===== src/rtl/fir_decimator_out.sv =====
// fir_decimator_out
//   Output stage behind the FIR filter. Registers the filter enable to find
//   the cycle on which the filtered sample is valid. It drops the first
//   FIR_DEPTH samples while the filter pipeline fills. After that it keeps one
//   sample in DECIM and tags it with the OR of every tap overflow flag seen in
//   its window. Kept words go into a first-word-fall-through FIFO with a
//   valid/ready output. Words rejected because the FIFO is full are counted.
//
// Ports
//   i_clk, i_rst        clock, asynchronous active-low reset
//   i_en                filter sample strobe (capture happens one cycle later)
//   iv_din              filter output sample
//   iv_prod_overflow    per-tap product overflow flags
//   iv_sum_overflow     per-tap accumulator overflow flags
//   ov_dout, o_ovf      FIFO head sample and its overflow tag
//   o_valid, i_ready    head valid / consumer accept
//   ov_fill             FIFO occupancy, 0..FIFO_DEPTH
//   o_drop, ov_drop_cnt sticky drop flag, saturating drop count
//   i_clear             synchronous clear of the drop flag and drop count
module fir_decimator_out #(
  parameter int DATA_WIDTH = 24,
  parameter int FIR_DEPTH  = 128,
  parameter int DECIM      = 4,
  parameter int FIFO_DEPTH = 8
) (
  input  logic                          i_clk,
  input  logic                          i_rst,
  input  logic                          i_en,
  input  logic signed [DATA_WIDTH-1:0]  iv_din,
  input  logic [FIR_DEPTH-1:0]          iv_prod_overflow,
  input  logic [FIR_DEPTH-1:0]          iv_sum_overflow,
  output logic signed [DATA_WIDTH-1:0]  ov_dout,
  output logic                          o_ovf,
  output logic                          o_valid,
  input  logic                          i_ready,
  output logic [$clog2(FIFO_DEPTH):0]   ov_fill,
  output logic                          o_drop,
  output logic [7:0]                    ov_drop_cnt,
  input  logic                          i_clear
);

  localparam int AW = $clog2(FIFO_DEPTH);
  localparam int WW = (FIR_DEPTH > 1) ? $clog2(FIR_DEPTH) : 1;
  localparam int PW = (DECIM > 1) ? $clog2(DECIM) : 1;

  localparam logic [0:0] ST_FILL = 1'b0;
  localparam logic [0:0] ST_RUN  = 1'b1;

  logic            r_cap;
  logic [0:0]      r_state;
  logic [WW-1:0]   r_warm_cnt;
  logic [PW-1:0]   r_phase;
  logic            r_win_ovf;

  logic            w_ovf_bit;
  logic            w_phase_last;
  logic            w_keep;
  logic [DATA_WIDTH:0] w_word;

  assign w_ovf_bit    = (|iv_prod_overflow) | (|iv_sum_overflow);
  assign w_phase_last = (DECIM == 1) || (r_phase == PW'(DECIM - 1));
  assign w_keep       = r_cap && (r_state == ST_RUN) && w_phase_last;
  // The current cap's overflow bit is folded in here because win_ovf
  // only holds the bits of the earlier caps in the window.
  assign w_word       = {r_win_ovf | w_ovf_bit, iv_din};

  always_ff @(posedge i_clk or negedge i_rst) begin
    if (!i_rst) begin
      r_cap      <= 1'b0;
      r_state    <= ST_FILL;
      r_warm_cnt <= '0;
      r_phase    <= '0;
      r_win_ovf  <= 1'b0;
    end else begin
      r_cap <= i_en;
      if (r_cap) begin
        if (r_state == ST_FILL) begin
          // Overflow bits seen during warm-up are deliberately dropped.
          if (r_warm_cnt == WW'(FIR_DEPTH - 1)) begin
            r_state <= ST_RUN;
          end else begin
            r_warm_cnt <= r_warm_cnt + 1'b1;
          end
        end else if (w_phase_last) begin
          r_phase   <= '0;
          r_win_ovf <= 1'b0;
        end else begin
          r_phase   <= r_phase + 1'b1;
          r_win_ovf <= r_win_ovf | w_ovf_bit;
        end
      end
    end
  end

  // FIFO
  logic [DATA_WIDTH:0] r_mem [FIFO_DEPTH];
  logic [AW-1:0]       r_wr_ptr;
  logic [AW-1:0]       r_rd_ptr;
  logic [AW:0]         r_count;

  logic                w_valid;
  logic                w_full;
  logic                w_pop;
  logic                w_push;
  logic                w_drop;
  logic [DATA_WIDTH:0] w_head;

  assign w_valid = (r_count != '0);
  assign w_full  = (r_count == (AW + 1)'(FIFO_DEPTH));
  assign w_pop   = w_valid & i_ready;
  // A pop in the same cycle frees the slot, so a full FIFO still accepts.
  assign w_push  = w_keep & (~w_full | w_pop);
  assign w_drop  = w_keep & w_full & ~w_pop;

  // The storage has no reset. The head is gated below instead, so the
  // outputs read 0 while the FIFO is empty.
  always_ff @(posedge i_clk) begin
    if (w_push) begin
      r_mem[r_wr_ptr] <= w_word;
    end
  end

  always_ff @(posedge i_clk or negedge i_rst) begin
    if (!i_rst) begin
      r_wr_ptr <= '0;
      r_rd_ptr <= '0;
      r_count  <= '0;
    end else begin
      if (w_push) begin
        r_wr_ptr <= r_wr_ptr + 1'b1;
      end
      if (w_pop) begin
        r_rd_ptr <= r_rd_ptr + 1'b1;
      end
      if (w_push && !w_pop) begin
        r_count <= r_count + 1'b1;
      end else if (!w_push && w_pop) begin
        r_count <= r_count - 1'b1;
      end
    end
  end

  assign w_head  = r_mem[r_rd_ptr];
  assign ov_dout = w_valid ? w_head[DATA_WIDTH-1:0] : '0;
  assign o_ovf   = w_valid & w_head[DATA_WIDTH];
  assign o_valid = w_valid;
  assign ov_fill = r_count;

  // Drop accounting
  logic       r_drop;
  logic [7:0] r_drop_cnt;

  always_ff @(posedge i_clk or negedge i_rst) begin
    if (!i_rst) begin
      r_drop     <= 1'b0;
      r_drop_cnt <= '0;
    end else if (i_clear) begin
      // A drop in the clear cycle is still recorded.
      r_drop     <= w_drop;
      r_drop_cnt <= {7'd0, w_drop};
    end else if (w_drop) begin
      r_drop <= 1'b1;
      if (r_drop_cnt != '1) begin
        r_drop_cnt <= r_drop_cnt + 1'b1;
      end
    end
  end

  assign o_drop      = r_drop;
  assign ov_drop_cnt = r_drop_cnt;

endmodule

===== config.mk =====
export PLATFORM = sky130hd
export DESIGN_NAME = fir_decimator_out
export DESIGN_NICKNAME = d
export VERILOG_FILES = /design/src/rtl/fir_decimator_out.sv
export SDC_FILE = /design/constraint.sdc
export NUM_CORES = 1
export LEC_CHECK = 0
export ABC_AREA = 1
export CORE_ASPECT_RATIO = 1.5
export CORE_UTILIZATION = 51
export DETAILED_ROUTE_END_ITERATION = 6
export PLACE_DENSITY = 0.88
export SLEW_MARGIN = 20
export SYNTH_ARGS = -nofsm -noshare
export SYNTH_HDL_FRONTEND = slang
export SYNTH_SLANG_ARGS = --single-unit

===== constraint.sdc =====
create_clock -name i_clk -period 5.1 [get_ports i_clk]
set_input_delay 0.51 -clock i_clk [delete_from_list [all_inputs] [get_ports i_clk]]
set_output_delay 0.51 -clock i_clk [all_outputs]
set_load 0.05 [all_outputs]

Word level (Yosys, flattened, before mapping)
Memory sizes are Yosys's and may differ from the RTL's.
Cells that the tools add are included.
- add/subtract/negate cells: 7
- equality and inequality tests: 4
- multiplexer cells: 14
- bitwise logic cells: 12
- reduce and logical (&&, ||, !) cells: 15
- operators by type and width (operator ; count):
    $reduce_or 128->1 ; 2
    $mux 24 ; 1
    $mux 8 ; 3
    $add 8x1->8 const B ; 1
    $mux 4 ; 2
    $ne 8x8->1 const B ; 1
    $add 7x1->7 const B ; 1
    $eq 7x7->1 const B ; 1
    $mux 1 ; 7
    $add 3x1->3 const B ; 2
    $reduce_bool 2->1 ; 3
    $and 1x1->1 ; 5
    $add 4x1->4 const B ; 1
    $eq 4x4->1 const B ; 1
    $logic_and 1x1->1 ; 4
    $not 1->1 ; 4
    $reduce_and 2->1 ; 2
    $reduce_bool 4->1 ; 1
    $sub 4x1->4 const B ; 1
    $or 1x1->1 ; 3
    $reduce_and 3->1 ; 1
    $add 2x1->2 const B ; 1
    $eq 2x2->1 const B ; 1
    $logic_not 1->1 ; 2
    $mux 2 ; 1
- register bits: 31
- RAM bits: 200
- input port bits: 285
- output and inout bits: 39
- logic and storage cells: 63
- memories: 1
- memory list (name ; depth ; width ; read ports ; clocked after Yosys merged registers in ; write ports ; line ; RTL):
    r_mem ; 8 ; 25 ; 1 ; 0 ; 1 ; 96 ; logic [DATA_WIDTH:0] r_mem [FIFO_DEPTH];

Depth between registers and ports, before layout
Gate-level depths: netlist of the first run.
- word-level depth: 8
- mapped depth: 14
- depth with buffers taken out: 14

Worst setup path before layout of the first run
Ideal clock, no wire load.
- path type: flip-flop to flip-flop
- start: register r_count[1], in the netlist ov_fill[1]
- end: memory r_mem[2][0] in the netlist's numbering, enable pin
- library setup time: 0.439 ns
- arrival time: 3.109 ns
- required time: 4.661 ns
- slack: 1.553 ns
- stages on the path, launching flop included: 6
- buffers on the path: 0
- clock period less this slack: 3.547 ns
- path through: dfrtp_1 nor2_1 nand3_1 nand2_1 or2_2 nor3_1
- word-level cells in the longest chain between the ends: 6
- elaborated cells between the ends (all ways): 8
- those cells by class: eq/ne: 1; mux: 2; bitwise: 4; reduce/logical: 1
- RTL lines (item ; line ; RTL):
    start: declaration ; 99 ; logic [AW:0] r_count;
    start signal: assignment ; 136 ; r_count <= r_count + 1'b1;
    start signal: assignment ; 138 ; r_count <= r_count - 1'b1;
    $reduce_bool 4->1 / $eq 4x4->1 (equally long branches) ; 108, 109 ;
    $and 1x1->1 / $not 1->1 (equally long branches) ; 110, 112 ;
    $or 1x1->1 (*) ; 112 ; assign w_push = w_keep & (~w_full | w_pop);
    $and 1x1->1 (*) ; 112 ;
    $mux 1 (*) ; 118 ; if (w_push) begin
    $mux 1 (not written as such) (*) ; 119 ; r_mem[r_wr_ptr] <= w_word;
    end: declaration ; 96 ;
Mark *: on every way between the ends. The rest lies on a longest branch, timed or not.

Worst setup path in the final report of the first run
- start: register r_rd_ptr[0]
- end: output ov_dout[15]
- word-level cells in the longest chain between the ends: 2
- RTL lines (item ; line ; RTL):
    start: declaration ; 98 ; logic [AW-1:0] r_rd_ptr;
    start signal: assignment ; 133 ; r_rd_ptr <= r_rd_ptr + 1'b1;
    $mem_v2 8x25 ; -- ;
    $mux 24 ; 144 ; assign ov_dout = w_valid ? w_head[DATA_WIDTH-1:0] : '0;
    end: declaration ; 32 ; output logic signed [DATA_WIDTH-1:0] ov_dout,
Every way passes these cells.

==> tab_implementation.tex, run 1 <==
\begin{tabular}{lr}
\hline
Metric & Value \\
\hline
\multicolumn{2}{l}{\textbf{Drt}} \\
\quad Vias post-DR & 8885 \\
\quad Routed wire length per instance & 19.8 um \\
\quad Post-DR vias/cell & 5.66 \\
\quad Wire length after detailed routing & 31100 um \\
\quad Number of design rule violations left after detail routing & 0 \\
\quad Count of antenna-violating nets left after detailed routing & 0 \\
\quad Length of the first detailed-routing pass in iterations & 7 \\
\quad Starting DRT DRC Count & 972 \\
\multicolumn{2}{l}{\textbf{Critical path}} \\
\quad First element of the critical path & r\_rd\_ptr[0] \\
\quad Flop-to-flop setup slack & 2.04 ns \\
\quad Type of destination of the critical path & output port \\
\quad RR Endpoint & ov\_fill[3] \\
\quad Top cell family by delay on the critical path & buffers and inverters \\
\quad Timing endpoint of the critical path & ov\_dout[15] \\
\quad Startpoint kind of the worst setup timing path & flip-flop \\
\quad Worst path cell trace & buf\_4 -> nor2\_1 -> o32ai\_1 -> nor2\_1 -> nor2\_1 -> clkdlybuf4s50\_1 \\
\quad Cells on worst reg2reg path & 11 \\
\quad Slowest-stage cell, CP & sky130\_fd\_sc\_hd\_\_clkdlybuf4s50\_1 \\
\quad Type of the worst setup path & flip-flop to output port \\
\quad Bufs and invs on worst path & 2 \\
\quad Maximum single-stage delay on the critical path & 0.85 ns \\
\quad Critical Path RT & 4.59 ns \\
\quad Critical path arrival & 3.38 ns \\
\quad Cell with the most instances on the worst path & sky130\_fd\_sc\_hd\_\_nor2\_1 \\
\quad Number of gates on the worst path with buffers counted & 6 \\
\quad Top fanout value on the critical path & 101 \\
\quad Startpoint of the most critical register-to-register path & ov\_fill[1] \\
\multicolumn{2}{l}{\textbf{Layout}} \\
\quad Area growth syn-to-layout & 40.7\% \\
\quad Count of non-filler cells in the finished layout & 1570 \\
\quad Multi-input logic area & 3250 um2 \\
\quad Area used by sequential logic in the layout & 6790 um2 \\
\quad Total of fill cells in the finished design & 1284 \\
\quad Fraction of final layout cells with drive strength greater than 1 & 4.97\% \\
\quad Final Net Count & 1586 \\
\quad Finished layout cell area & 14500 um2 \\
\multicolumn{2}{l}{\textbf{Yosys}} \\
\quad Mean post-synth cell area & 10.5 um2 \\
\quad Sequential element share of the synthesized area & 65.9\% \\
\quad Arithmetic-cell share of the synthesized area counting full adders, half adders and majority gates & 1.17\% \\
\quad Synth Area in Simple Gates & 19.7\% \\
\quad Area fraction in compound gates after synthesis & 9.01\% \\
\quad Multiplexer share of the synthesized area & 0\% \\
\quad Post-synthesis share of cell area spent on xor and xnor gates & 1.11\% \\
\quad Combined area of all synthesized cells & 10300 um2 \\
\quad YS warnings & 0 \\
\quad Combinational family with the most area after synthesis & simple AND/OR/NAND/NOR gates \\
\quad Seq cells post-synth & 231 \\
\quad Synth unique cells & 34 \\
\quad Number of nets produced by synthesis & 1270 \\
\quad Mapped Cells & 976 \\
\multicolumn{2}{l}{\textbf{Clock network}} \\
\quad Total CTS buffers & 22 \\
\quad Deepest level of the CTS H-tree & 1 \\
\quad Post-CTS setup buffer count & 0 \\
\quad CTS tree & done \\
\quad Clock network latency to the later pin of the worst-skew pair & 0.50 ns \\
\quad Cells resized by post-CTS repair & 0 \\
\quad Master cell of the clock root buffer & sky130\_fd\_sc\_hd\_\_clkbuf\_16 \\
\quad Clock transition time at the flip-flop clock pins of the worst setup and hold paths & 0.06 ns \\
\quad Number of clock sinks & 231 \\
\quad CTS Hold Bufs & 0 \\
\quad CTS max path bufs & 3 \\
\multicolumn{2}{l}{\textbf{Timing}} \\
\quad Slew of the pin with the lowest slew margin & 1.01 ns \\
\quad Max Clk Rate & 257 MHz \\
\quad Total count of hold-check failures in the final report & 0 \\
\quad Fin crit period & 3.89 ns \\
\quad Endpoints failing setup & 0 \\
\quad Max-slew headroom & 32.8\% \\
\quad Ratio of final minimum period to clock period & 76.2\% \\
\quad Worst slack on hold paths & 0.434 ns \\
\quad Post-route clock skew & 0.0152 ns \\
\quad Summed negative setup slack over all endpoints & 0 ns \\
\quad Setup repair after global routing missed its margin & false \\
\quad Max Transition Viols Final & 0 \\
\multicolumn{2}{l}{\textbf{Placed design}} \\
\quad HPWL after detailed placement & 20700 um \\
\quad Cell count after placement & 1528 \\
\quad Area after detailed placement & 13800 um2 \\
\quad Routability Congestion & 0.872 \\
\quad IO Port Bufs & 323 \\
\multicolumn{2}{l}{\textbf{Power and ir drop}} \\
\quad Worst vdd rail ir drop & 251 uV \\
\quad Power density over the cells & 277 nW/um2 \\
\quad LEAKAGE & 5.06 nW \\
\quad Total chip power & 4.02 mW \\
\multicolumn{2}{l}{\textbf{Floorplan}} \\
\quad Number of rows created at floorplan & 63 \\
\quad Die width & 118 um \\
\quad Number of primary I/O pins & 324 \\
\quad Height of the die & 176 um \\
\quad Placeable core region & 19800 um2 \\
\quad Die Area & 20800 um2 \\
\quad Initial Util & 52.0\% \\
\multicolumn{2}{l}{\textbf{GRT}} \\
\quad Total overflow reported by the global router & 0 \\
\quad Global-route wire length before repair & 46600 um \\
\quad Total Routing Usage GR & 29.9\% \\
\quad Initial antenna violation count & 3 \\
\quad Via count of the first global-routing pass & 8978 \\
\quad Maximum number of pins on one net before global-route repair & 102 \\
\multicolumn{2}{l}{\textbf{Job}} \\
\quad Max capacitance violation total & 0 \\
\multicolumn{2}{l}{\textbf{Worst hold path}} \\
\quad HP Class & primary input to asynchronous set/reset pin \\
\multicolumn{2}{l}{\textbf{Run status}} \\
\quad Result of the run & finished, final reports clean \\
\hline
\end{tabular}
layer usage:
metal,vias to the layer above,part of all wire (%),track usage (%)
li1,4037,-,-
met1,4063,35,34.4
met5,-,0.029,0
met4,2,4.4,16.1
met3,114,11,6.23
met2,669,50,52.1
power breakdown:
group / switching, mW / total [mW] / internal (mW)
Sequential: 0.0228 / 2.10 / 2.08
Combinational: 0.105 / 0.331 / 0.226
Clock: 0.662 / 1.59 / 0.926
Total: 0.790 / 4.02 / 3.23
metrics by stage:
step / setup slack [ns] / util, %
6_report: 1.21 / 73.2
5_1_grt: 1.07 / 73.2
4_1_cts: 1.03 / 73.2
3_5_place_dp: 1.62 / 69.6
3_3_place_gp: 1.68 / 69.6
2_1_floorplan: 1.55 / -
final cells by class:
class / instances / area share (%)
multi-input cells: 678 / 22.4
well taps: 260 / 2.25
clock buffers: 28 / 4.10
clock inverters: 12 / 0.769
repair buffers: 333 / 22.9
flip-flops and latches: 231 / 46.8
inverters: 26 / 0.674
diodes: 2 / 0.0345
state kept, by name (all words and copies together) (netlist names):
name,count
r_state,1
o_drop,1
r_win_ovf,1
r_phase,2
r_rd_ptr,3
r_mem,200
ov_fill,4
r_cap,1
r_wr_ptr,3
ov_drop_cnt,8
r_warm_cnt,7
worst min-delay path by stage:
stage / start / to / slack (ns) / depth (start not counted)
2_1_floorplan: i_rst / o_drop / 0.21 / 0
3_3_place_gp: o_drop / o_drop / 0.46 / 2
3_5_place_dp: r_warm_cnt[6] / r_warm_cnt[6] / 0.48 / 1
4_1_cts: i_rst / r_phase[0] / 0.44 / 2
5_1_grt: i_rst / r_phase[0] / 0.46 / 2
6_report: i_rst / r_cap / 0.43 / 2
cells in the final DEF, fill, tap and decap left out, drive strengths merged:
cell type and count:
nor2 380, clkdlybuf4s50 323, edfxtp 200, nand2 93, o21ai 86, o32ai 50
dfrtp 31, clkbuf 28, inv 26, nand4 18, nand3 13, buf 10
xor2 8, ha 8, clkinv 7, xnor2 5, or2 4, clkinvlp 3
nor3 3, a21oi 3, diode 2, bufinv 2, and2 2, o22ai 1
o21a 1, o21bai 1, a21o 1, fa 1
logic make-up (layout without fill, tap and decap cells):
group / count (synthesis) / count (layout)
and+or+nand+nor: 513 / 513
xor gates and xnor gates: 13 / 13
DFF: 231 / 231
adders and majority gates: 9 / 9
buffers and inverters: 67 / 399
other: 0 / 2
AOI/OAI and AO/OA: 143 / 143
synthesized netlist by cell type (all sizes together):
library cell  number  area, um2
a21o               1       7.51
a21oi              3       30.0
and2               2       13.8
buf               24        163
clkbuf            17       63.8
dfrtp             31        776
edfxtp           200       6010
fa                 1       20.0
ha                 8        100
inv               26       97.6
nand2             93        352
nand3             13       65.1
nand4             18        113
nor2             380       1440
nor3               3       15.0
o21a               1       7.51
o21ai             86        430
o21bai             1       7.51
o22ai              1       6.26
o32ai             50        438
or2                4       25.0
xnor2              5       43.8
xor2               8       70.1
Note: power is estimated with default switching activity, not from simulation.
==> inputs of run 2 (changes only) <==
--- a/config.mk
+++ b/config.mk
@@ -7,9 +7,9 @@
 export LEC_CHECK = 0
 export ABC_AREA = 1
 export CORE_ASPECT_RATIO = 1.5
-export CORE_UTILIZATION = 51
+export CORE_UTILIZATION = 47
 export DETAILED_ROUTE_END_ITERATION = 6
-export PLACE_DENSITY = 0.88
+export PLACE_DENSITY = 0.82
 export SLEW_MARGIN = 20
 export SYNTH_ARGS = -nofsm -noshare
 export SYNTH_HDL_FRONTEND = slang
==> constraint.sdc (replaced) <==
create_clock -name i_clk -period 4 [get_ports i_clk]
set_input_delay 0.4 -clock i_clk [delete_from_list [all_inputs] [get_ports i_clk]]
set_output_delay 0.4 -clock i_clk [all_outputs]
set_load 0.05 [all_outputs]
==> tab_implementation.tex, run 2 (synthesis gave the netlist of run 1 again) <==
\begin{tabular}{lr}
\hline
Metric & Value \\
\hline
\multicolumn{2}{l}{\textbf{Run status}} \\
\quad Result of the run & finished, final reports clean \\
\multicolumn{2}{l}{\textbf{Layout}} \\
\quad Top register by number of flip-flops & r\_mem \\
\quad Max FFs per register & 200 \\
\quad Final Net Count & 1602 \\
\quad Fraction of final layout cells with drive strength greater than 1 & 7.02\% \\
\quad Multi-input logic area & 3210 um2 \\
\quad Area growth syn-to-layout & 41.4\% \\
\quad Most used cells in the layout excluding fill and tap cells & sky130\_fd\_sc\_hd\_\_nor2\_1 (371), sky130\_fd\_sc\_hd\_\_clkdlybuf4s50\_1 (310), sky130\_fd\_sc\_hd\_\_edfxtp\_1 (200) \\
\quad Area used by sequential logic in the layout & 6790 um2 \\
\quad Most common cell after layout, fill and taps aside & sky130\_fd\_sc\_hd\_\_nor2\_1 \\
\quad Total of fill cells in the finished design & 1543 \\
\quad Count of non-filler cells in the finished layout & 1598 \\
\multicolumn{2}{l}{\textbf{Clock network}} \\
\quad CTS max path bufs & 3 \\
\quad Clock network latency to the later pin of the worst-skew pair & 0.51 ns \\
\quad Master cell of the clock root buffer & sky130\_fd\_sc\_hd\_\_clkbuf\_16 \\
\quad Post-CTS setup buffer count & 0 \\
\quad Number of clock sinks & 231 \\
\quad Cells resized by post-CTS repair & 0 \\
\quad CTS tree & done \\
\quad Clock transition time at the flip-flop clock pins of the worst setup and hold paths & 0.06 ns \\
\quad Deepest level of the CTS H-tree & 1 \\
\quad CTS Hold Bufs & 0 \\
\quad Total CTS buffers & 22 \\
\multicolumn{2}{l}{\textbf{Timing}} \\
\quad Max Transition Viols Final & 0 \\
\quad Total count of hold-check failures in the final report & 0 \\
\quad Setup repair after global routing missed its margin & false \\
\quad Endpoints failing setup & 0 \\
\quad Max-slew headroom & 42.5\% \\
\quad Post-route clock skew & 0.0174 ns \\
\quad Fin crit period & 3.73 ns \\
\quad Ratio of final minimum period to clock period & 93.2\% \\
\quad Summed negative setup slack over all endpoints & 0 ns \\
\quad Max Clk Rate & 268 MHz \\
\quad Slew of the pin with the lowest slew margin & 0.861 ns \\
\multicolumn{2}{l}{\textbf{Critical path}} \\
\quad Cell with the most instances on the worst path & sky130\_fd\_sc\_hd\_\_nor2\_1 \\
\quad Maximum single-stage delay on the critical path & 0.83 ns \\
\quad Worst path cell trace & inv\_2 -> nor2\_1 -> o32ai\_1 -> o21ai\_0 -> nor2\_1 -> clkdlybuf4s50\_1 \\
\quad Critical path arrival & 3.33 ns \\
\quad Top fanout value on the critical path & 51 \\
\quad Type of destination of the critical path & output port \\
\quad Type of the worst setup path & flip-flop to output port \\
\quad Critical Path RT & 3.60 ns \\
\quad Startpoint kind of the worst setup timing path & flip-flop \\
\quad Slowest-stage cell, CP & sky130\_fd\_sc\_hd\_\_clkdlybuf4s50\_1 \\
\quad Top cell family by delay on the critical path & buffers and inverters \\
\quad Bufs and invs on worst path & 2 \\
\multicolumn{2}{l}{\textbf{Power and ir drop}} \\
\quad LEAKAGE & 5.17 nW \\
\quad Internal power of the cells & 4.09 mW \\
\quad Clock network fraction of design power & 39.2\% \\
\quad Fraction of power spent switching nets & 19.8\% \\
\quad Seq pwr share & 52.5\% \\
\quad Power density over the cells & 350 nW/um2 \\
\quad Logic gate share of total power & 8.2\% \\
\quad Net load switching power & 1.01 mW \\
\quad Worst vdd rail ir drop & 249 uV \\
\multicolumn{2}{l}{\textbf{Floorplan}} \\
\quad Placeable core region & 21600 um2 \\
\quad Die Area & 22500 um2 \\
\quad Height of the die & 183 um \\
\quad Initial Util & 47.8\% \\
\quad Number of primary I/O pins & 324 \\
\quad Number of rows created at floorplan & 66 \\
\quad Die width & 123 um \\
\multicolumn{2}{l}{\textbf{Drt}} \\
\quad Starting DRT DRC Count & 715 \\
\quad Count of antenna-violating nets left after detailed routing & 0 \\
\quad Total routed wire length on the met1 layer & 11100 um \\
\quad Wire length after detailed routing & 30100 um \\
\quad Vias post-DR & 8618 \\
\quad Detailed-routed wire length on met3 & 2260 um \\
\quad Number of design rule violations left after detail routing & 0 \\
\quad Routed wire length per instance & 18.8 um \\
\quad Top metal layer carrying routed signals & met4 \\
\quad Length of the first detailed-routing pass in iterations & 7 \\
\quad Routed wire length on met2 & 15900 um \\
\quad Post-DR vias/cell & 5.39 \\
\multicolumn{2}{l}{\textbf{GRT}} \\
\quad Via count of the first global-routing pass & 8584 \\
\quad Total Routing Usage GR & 27.3\% \\
\quad Maximum number of pins on one net before global-route repair & 76 \\
\quad Initial antenna violation count & 2 \\
\quad Global-route wire length before repair & 45400 um \\
\quad Total overflow reported by the global router & 0 \\
\multicolumn{2}{l}{\textbf{Placed design}} \\
\quad Routability Congestion & 0.917 \\
\quad HPWL after detailed placement & 22200 um \\
\quad Cell count after placement & 1556 \\
\quad IO Port Bufs & 323 \\
\multicolumn{2}{l}{\textbf{Job}} \\
\quad Max capacitance violation total & 0 \\
\multicolumn{2}{l}{\textbf{Worst hold path}} \\
\quad HP Class & primary input to asynchronous set/reset pin \\
\hline
\end{tabular}
run 2: cell count changes in the layout (fill, tap and decap cells not counted), moves of 2 or more:
cell,previous run,this run
sky130_fd_sc_hd__nor2_2,1,7
sky130_fd_sc_hd__nor2_4,8,2
sky130_fd_sc_hd__buf_4,9,38
sky130_fd_sc_hd__clkinv_2,2,0
sky130_fd_sc_hd__clkbuf_1,5,9
sky130_fd_sc_hd__clkdlybuf4s50_1,323,310
sky130_fd_sc_hd__clkinv_1,5,1
run 2: power groups by stage:
stage          combinational (mW)  clock [mW]  sequential, mW
2_1_floorplan              0.0867           0            2.72
5_1_grt                     0.455        2.11            2.68
6_report                    0.420        2.00            2.68
3_3_place_gp                0.411           0            2.73
3_5_place_dp                0.419           0            2.73
4_1_cts                     0.422        2.02            2.68
run 2: through the flow:
stage / worst slack (ns) / util [%] / cell area, um2 / total power [mW] / hold WS (ns)
global route: 0.147 / 67.5 / 14600 / 5.25 / 0.340
floorplan: 0.453 / - / 10300 / 2.81 / 0.104
global placement: 0.946 / 64.2 / 13800 / 3.14 / 0.464
CTS: 0.301 / 67.5 / 14500 / 5.12 / 0.317
finish: 0.274 / 67.5 / 14600 / 5.10 / 0.310
detailed placement: 0.874 / 64.2 / 13800 / 3.15 / 0.474
run 2: routing by layer:
| layer | track usage, % | up-vias |
|---|---|---|
| met4 | 10.1 | 0 |
| met5 | 0 | - |
| li1 | - | 4068 |
| met1 | 31.8 | 4050 |
| met3 | 4.88 | 62 |
| met2 | 49.2 | 438 |
run 2: area by class of cell:
type | count | area share, %
diodes | 2 | 0.0344
multi-input cells | 678 | 22.1
clock inverters | 7 | 0.525
well taps | 272 | 2.34
repair buffers | 349 | 23.4
inverters | 26 | 0.671
clock buffers | 33 | 4.28
flip-flops and latches | 231 | 46.6
run 2: worst paths after layout:
check	startpoint	end	slack (ns)	cells after the start
worst max-delay path	r_rd_ptr[0]	ov_dout[3]	0.27	6
worst max register to register	ov_fill[0]	ov_fill[3]	1.11	12
max in group asynchronous	i_rst	r_rd_ptr[1]	3.33	2
worst min-delay path	i_rst	r_warm_cnt[6]	0.31	2
worst min register to register	r_phase[1]	r_phase[1]	0.49	2
min in group i_clk	i_en	r_cap	0.34	1
run 2: worst register-to-register path: cells and delay by family, from the launching register on:
kind,cells,cell delay (ns)
compound gates,2,0.39
xor+xnor,1,0.19
fa+ha+maj,2,0.53
buf+inv,2,0.39
flops,1,0.48
simple gates,5,0.83
==> inputs of run 3 (changes only) <==
--- a/config.mk
+++ b/config.mk
@@ -7,9 +7,10 @@
 export LEC_CHECK = 0
 export ABC_AREA = 1
 export CORE_ASPECT_RATIO = 1.5
-export CORE_UTILIZATION = 47
+export CORE_UTILIZATION = 51
 export DETAILED_ROUTE_END_ITERATION = 6
-export PLACE_DENSITY = 0.82
+export PLACE_DENSITY = 0.88
+export SKIP_LAST_GASP = 1
 export SLEW_MARGIN = 20
 export SYNTH_ARGS = -nofsm -noshare
 export SYNTH_HDL_FRONTEND = slang
==> constraint.sdc (replaced) <==
create_clock -name i_clk -period 4.8 [get_ports i_clk]
set_input_delay 0.48 -clock i_clk [delete_from_list [all_inputs] [get_ports i_clk]]
set_output_delay 0.48 -clock i_clk [all_outputs]
set_load 0.05 [all_outputs]
==> tab_implementation.tex, run 3 (synthesis gave the netlist of run 1 again) <==
\begin{tabular}{lr}
\hline
Metric & Value \\
\hline
\multicolumn{2}{l}{\textbf{Placed design}} \\
\quad HPWL after detailed placement & 21100 um \\
\quad Worst slack, placed & 1.51 ns \\
\quad IO Port Bufs & 323 \\
\quad Routability Congestion & 0.873 \\
\quad Cell count after placement & 1530 \\
\multicolumn{2}{l}{\textbf{Clock network}} \\
\quad CTS tree & done \\
\quad Cells resized by post-CTS repair & 0 \\
\quad CTS Hold Bufs & 0 \\
\quad Clock network latency to the later pin of the worst-skew pair & 0.50 ns \\
\quad Post-CTS setup buffer count & 0 \\
\quad CTS max path bufs & 3 \\
\quad Total CTS buffers & 21 \\
\quad Number of clock sinks & 231 \\
\quad Clock transition time at the flip-flop clock pins of the worst setup and hold paths & 0.07 ns \\
\quad Deepest level of the CTS H-tree & 1 \\
\quad Master cell of the clock root buffer & sky130\_fd\_sc\_hd\_\_clkbuf\_16 \\
\multicolumn{2}{l}{\textbf{Drt}} \\
\quad Number of design rule violations left after detail routing & 0 \\
\quad Wire length after detailed routing & 30700 um \\
\quad Starting DRT DRC Count & 936 \\
\quad Vias post-DR & 8712 \\
\quad Routed wire length per instance & 19.6 um \\
\quad Post-DR vias/cell & 5.55 \\
\quad Count of antenna-violating nets left after detailed routing & 0 \\
\quad Length of the first detailed-routing pass in iterations & 5 \\
\multicolumn{2}{l}{\textbf{Timing}} \\
\quad PnR worst setup slack & 0.887 ns \\
\quad Max-slew headroom & 22.6\% \\
\quad Total count of hold-check failures in the final report & 0 \\
\quad Summed negative setup slack over all endpoints & 0 ns \\
\quad Ratio of final minimum period to clock period & 81.5\% \\
\quad Fin crit period & 3.91 ns \\
\quad Slew of the pin with the lowest slew margin & 1.16 ns \\
\quad Post-route clock skew & 0.0283 ns \\
\quad Setup repair after global routing missed its margin & false \\
\quad Max Clk Rate & 256 MHz \\
\quad Endpoints failing setup & 0 \\
\quad Max Transition Viols Final & 0 \\
\multicolumn{2}{l}{\textbf{Layout}} \\
\quad Top register by number of flip-flops & r\_mem \\
\quad Most used cells in the layout excluding fill and tap cells & sky130\_fd\_sc\_hd\_\_nor2\_1 (371), sky130\_fd\_sc\_hd\_\_clkdlybuf4s50\_1 (323), sky130\_fd\_sc\_hd\_\_edfxtp\_1 (200) \\
\quad Count of non-filler cells in the finished layout & 1569 \\
\quad Area growth syn-to-layout & 40.9\% \\
\quad Fraction of final layout cells with drive strength greater than 1 & 5.12\% \\
\quad Final Net Count & 1587 \\
\quad Final Core Density & 73.3\% \\
\quad Most common cell after layout, fill and taps aside & sky130\_fd\_sc\_hd\_\_nor2\_1 \\
\quad Max FFs per register & 200 \\
\multicolumn{2}{l}{\textbf{Worst hold path}} \\
\quad HP Class & primary input to asynchronous set/reset pin \\
\multicolumn{2}{l}{\textbf{Floorplan}} \\
\quad Die width & 118 um \\
\quad Placeable core region & 19800 um2 \\
\quad Die Area & 20800 um2 \\
\quad Initial Util & 52.0\% \\
\quad Height of the die & 176 um \\
\quad Number of rows created at floorplan & 63 \\
\quad Number of primary I/O pins & 324 \\
\multicolumn{2}{l}{\textbf{Critical path}} \\
\quad RR Endpoint & ov\_fill[3] \\
\quad Cell with the most instances on the worst path & sky130\_fd\_sc\_hd\_\_nor2\_1 \\
\quad Slowest-stage cell, CP & sky130\_fd\_sc\_hd\_\_clkdlybuf4s50\_1 \\
\quad Maximum single-stage delay on the critical path & 0.87 ns \\
\quad Type of destination of the critical path & output port \\
\quad Cells on worst reg2reg path & 11 \\
\quad Top fanout value on the critical path & 101 \\
\quad Type of the worst setup path & flip-flop to output port \\
\quad Flop-to-flop setup slack & 1.31 ns \\
\quad Startpoint kind of the worst setup timing path & flip-flop \\
\quad Critical path arrival & 3.43 ns \\
\quad Startpoint of the most critical register-to-register path & ov\_fill[1] \\
\quad Worst path cell trace & buf\_4 -> nor2\_1 -> o32ai\_1 -> o21ai\_1 -> nor2\_1 -> clkdlybuf4s50\_1 \\
\quad Critical Path RT & 4.32 ns \\
\multicolumn{2}{l}{\textbf{GRT}} \\
\quad Maximum number of pins on one net before global-route repair & 102 \\
\quad Global-route wire length before repair & 46600 um \\
\quad Via count of the first global-routing pass & 8943 \\
\quad Initial antenna violation count & 2 \\
\quad Total Routing Usage GR & 29.7\% \\
\quad Total overflow reported by the global router & 0 \\
\multicolumn{2}{l}{\textbf{Run status}} \\
\quad Result of the run & finished, final reports clean \\
\multicolumn{2}{l}{\textbf{Power and ir drop}} \\
\quad Power density over the cells & 298 nW/um2 \\
\quad LEAKAGE & 5.09 nW \\
\quad Worst vdd rail ir drop & 211 uV \\
\quad Total chip power & 4.33 mW \\
\multicolumn{2}{l}{\textbf{Job}} \\
\quad Max capacitance violation total & 0 \\
\hline
\end{tabular}
==> run 3: final cells by class <==
class	instances	area, um2
multi-input combinational	678	3240
tap	260	325
timing repair buffer	335	3340
clock inverter	11	159
sequential	231	6780
antenna	1	2.50
inverter	26	97.6
fill	1287	5280
clock buffer	27	558
==> run 3: stage by stage <==
stage                     cell area (um2)  hold slack (ns)
after floorplan                     10300            0.184
after global placement              13800            0.463
after detailed placement            13800            0.462
after CTS                           14500            0.388
after global routing                14500            0.419
final                               14500            0.386
==> run 3: report_power, final <==
group,internal (mW),leakage [nW],switching [mW],total [mW]
Clock,1.04,0.348,0.704,1.74
Combinational,0.239,2.52,0.112,0.352
Sequential,2.21,2.22,0.0265,2.23
Total,3.49,5.09,0.842,4.33
==> run 3: worst max-delay path by stage <==
stage	start	to	cells after the start
after floorplan	ov_fill[1]	r_mem[2][0]	5
after global placement	r_rd_ptr[1]	ov_dout[23]	6
after detailed placement	r_rd_ptr[0]	ov_dout[22]	7
after CTS	r_rd_ptr[0]	ov_dout[22]	7
after global routing	r_rd_ptr[1]	ov_dout[3]	6
final	r_rd_ptr[0]	ov_dout[22]	6
==> run 3: worst max-delay path: cells and delay by family, from the launching register on <==
kind | cells | cell delay [ns]
buf+inv | 2 | 1.63
compound gates | 2 | 0.50
simple gates | 2 | 0.37
flops | 1 | 0.36
==> run 3: layer usage <==
| metal | part of all wire, % | vias to the layer above | global-route usage (%) |
|---|---|---|---|
| met5 | 0.033 | - | 0 |
| met4 | 4.0 | 2 | 13.7 |
| met3 | 9.8 | 108 | 5.30 |
| met2 | 51 | 591 | 53.6 |
| met1 | 35 | 3976 | 34.2 |
| li1 | - | 4035 | - |
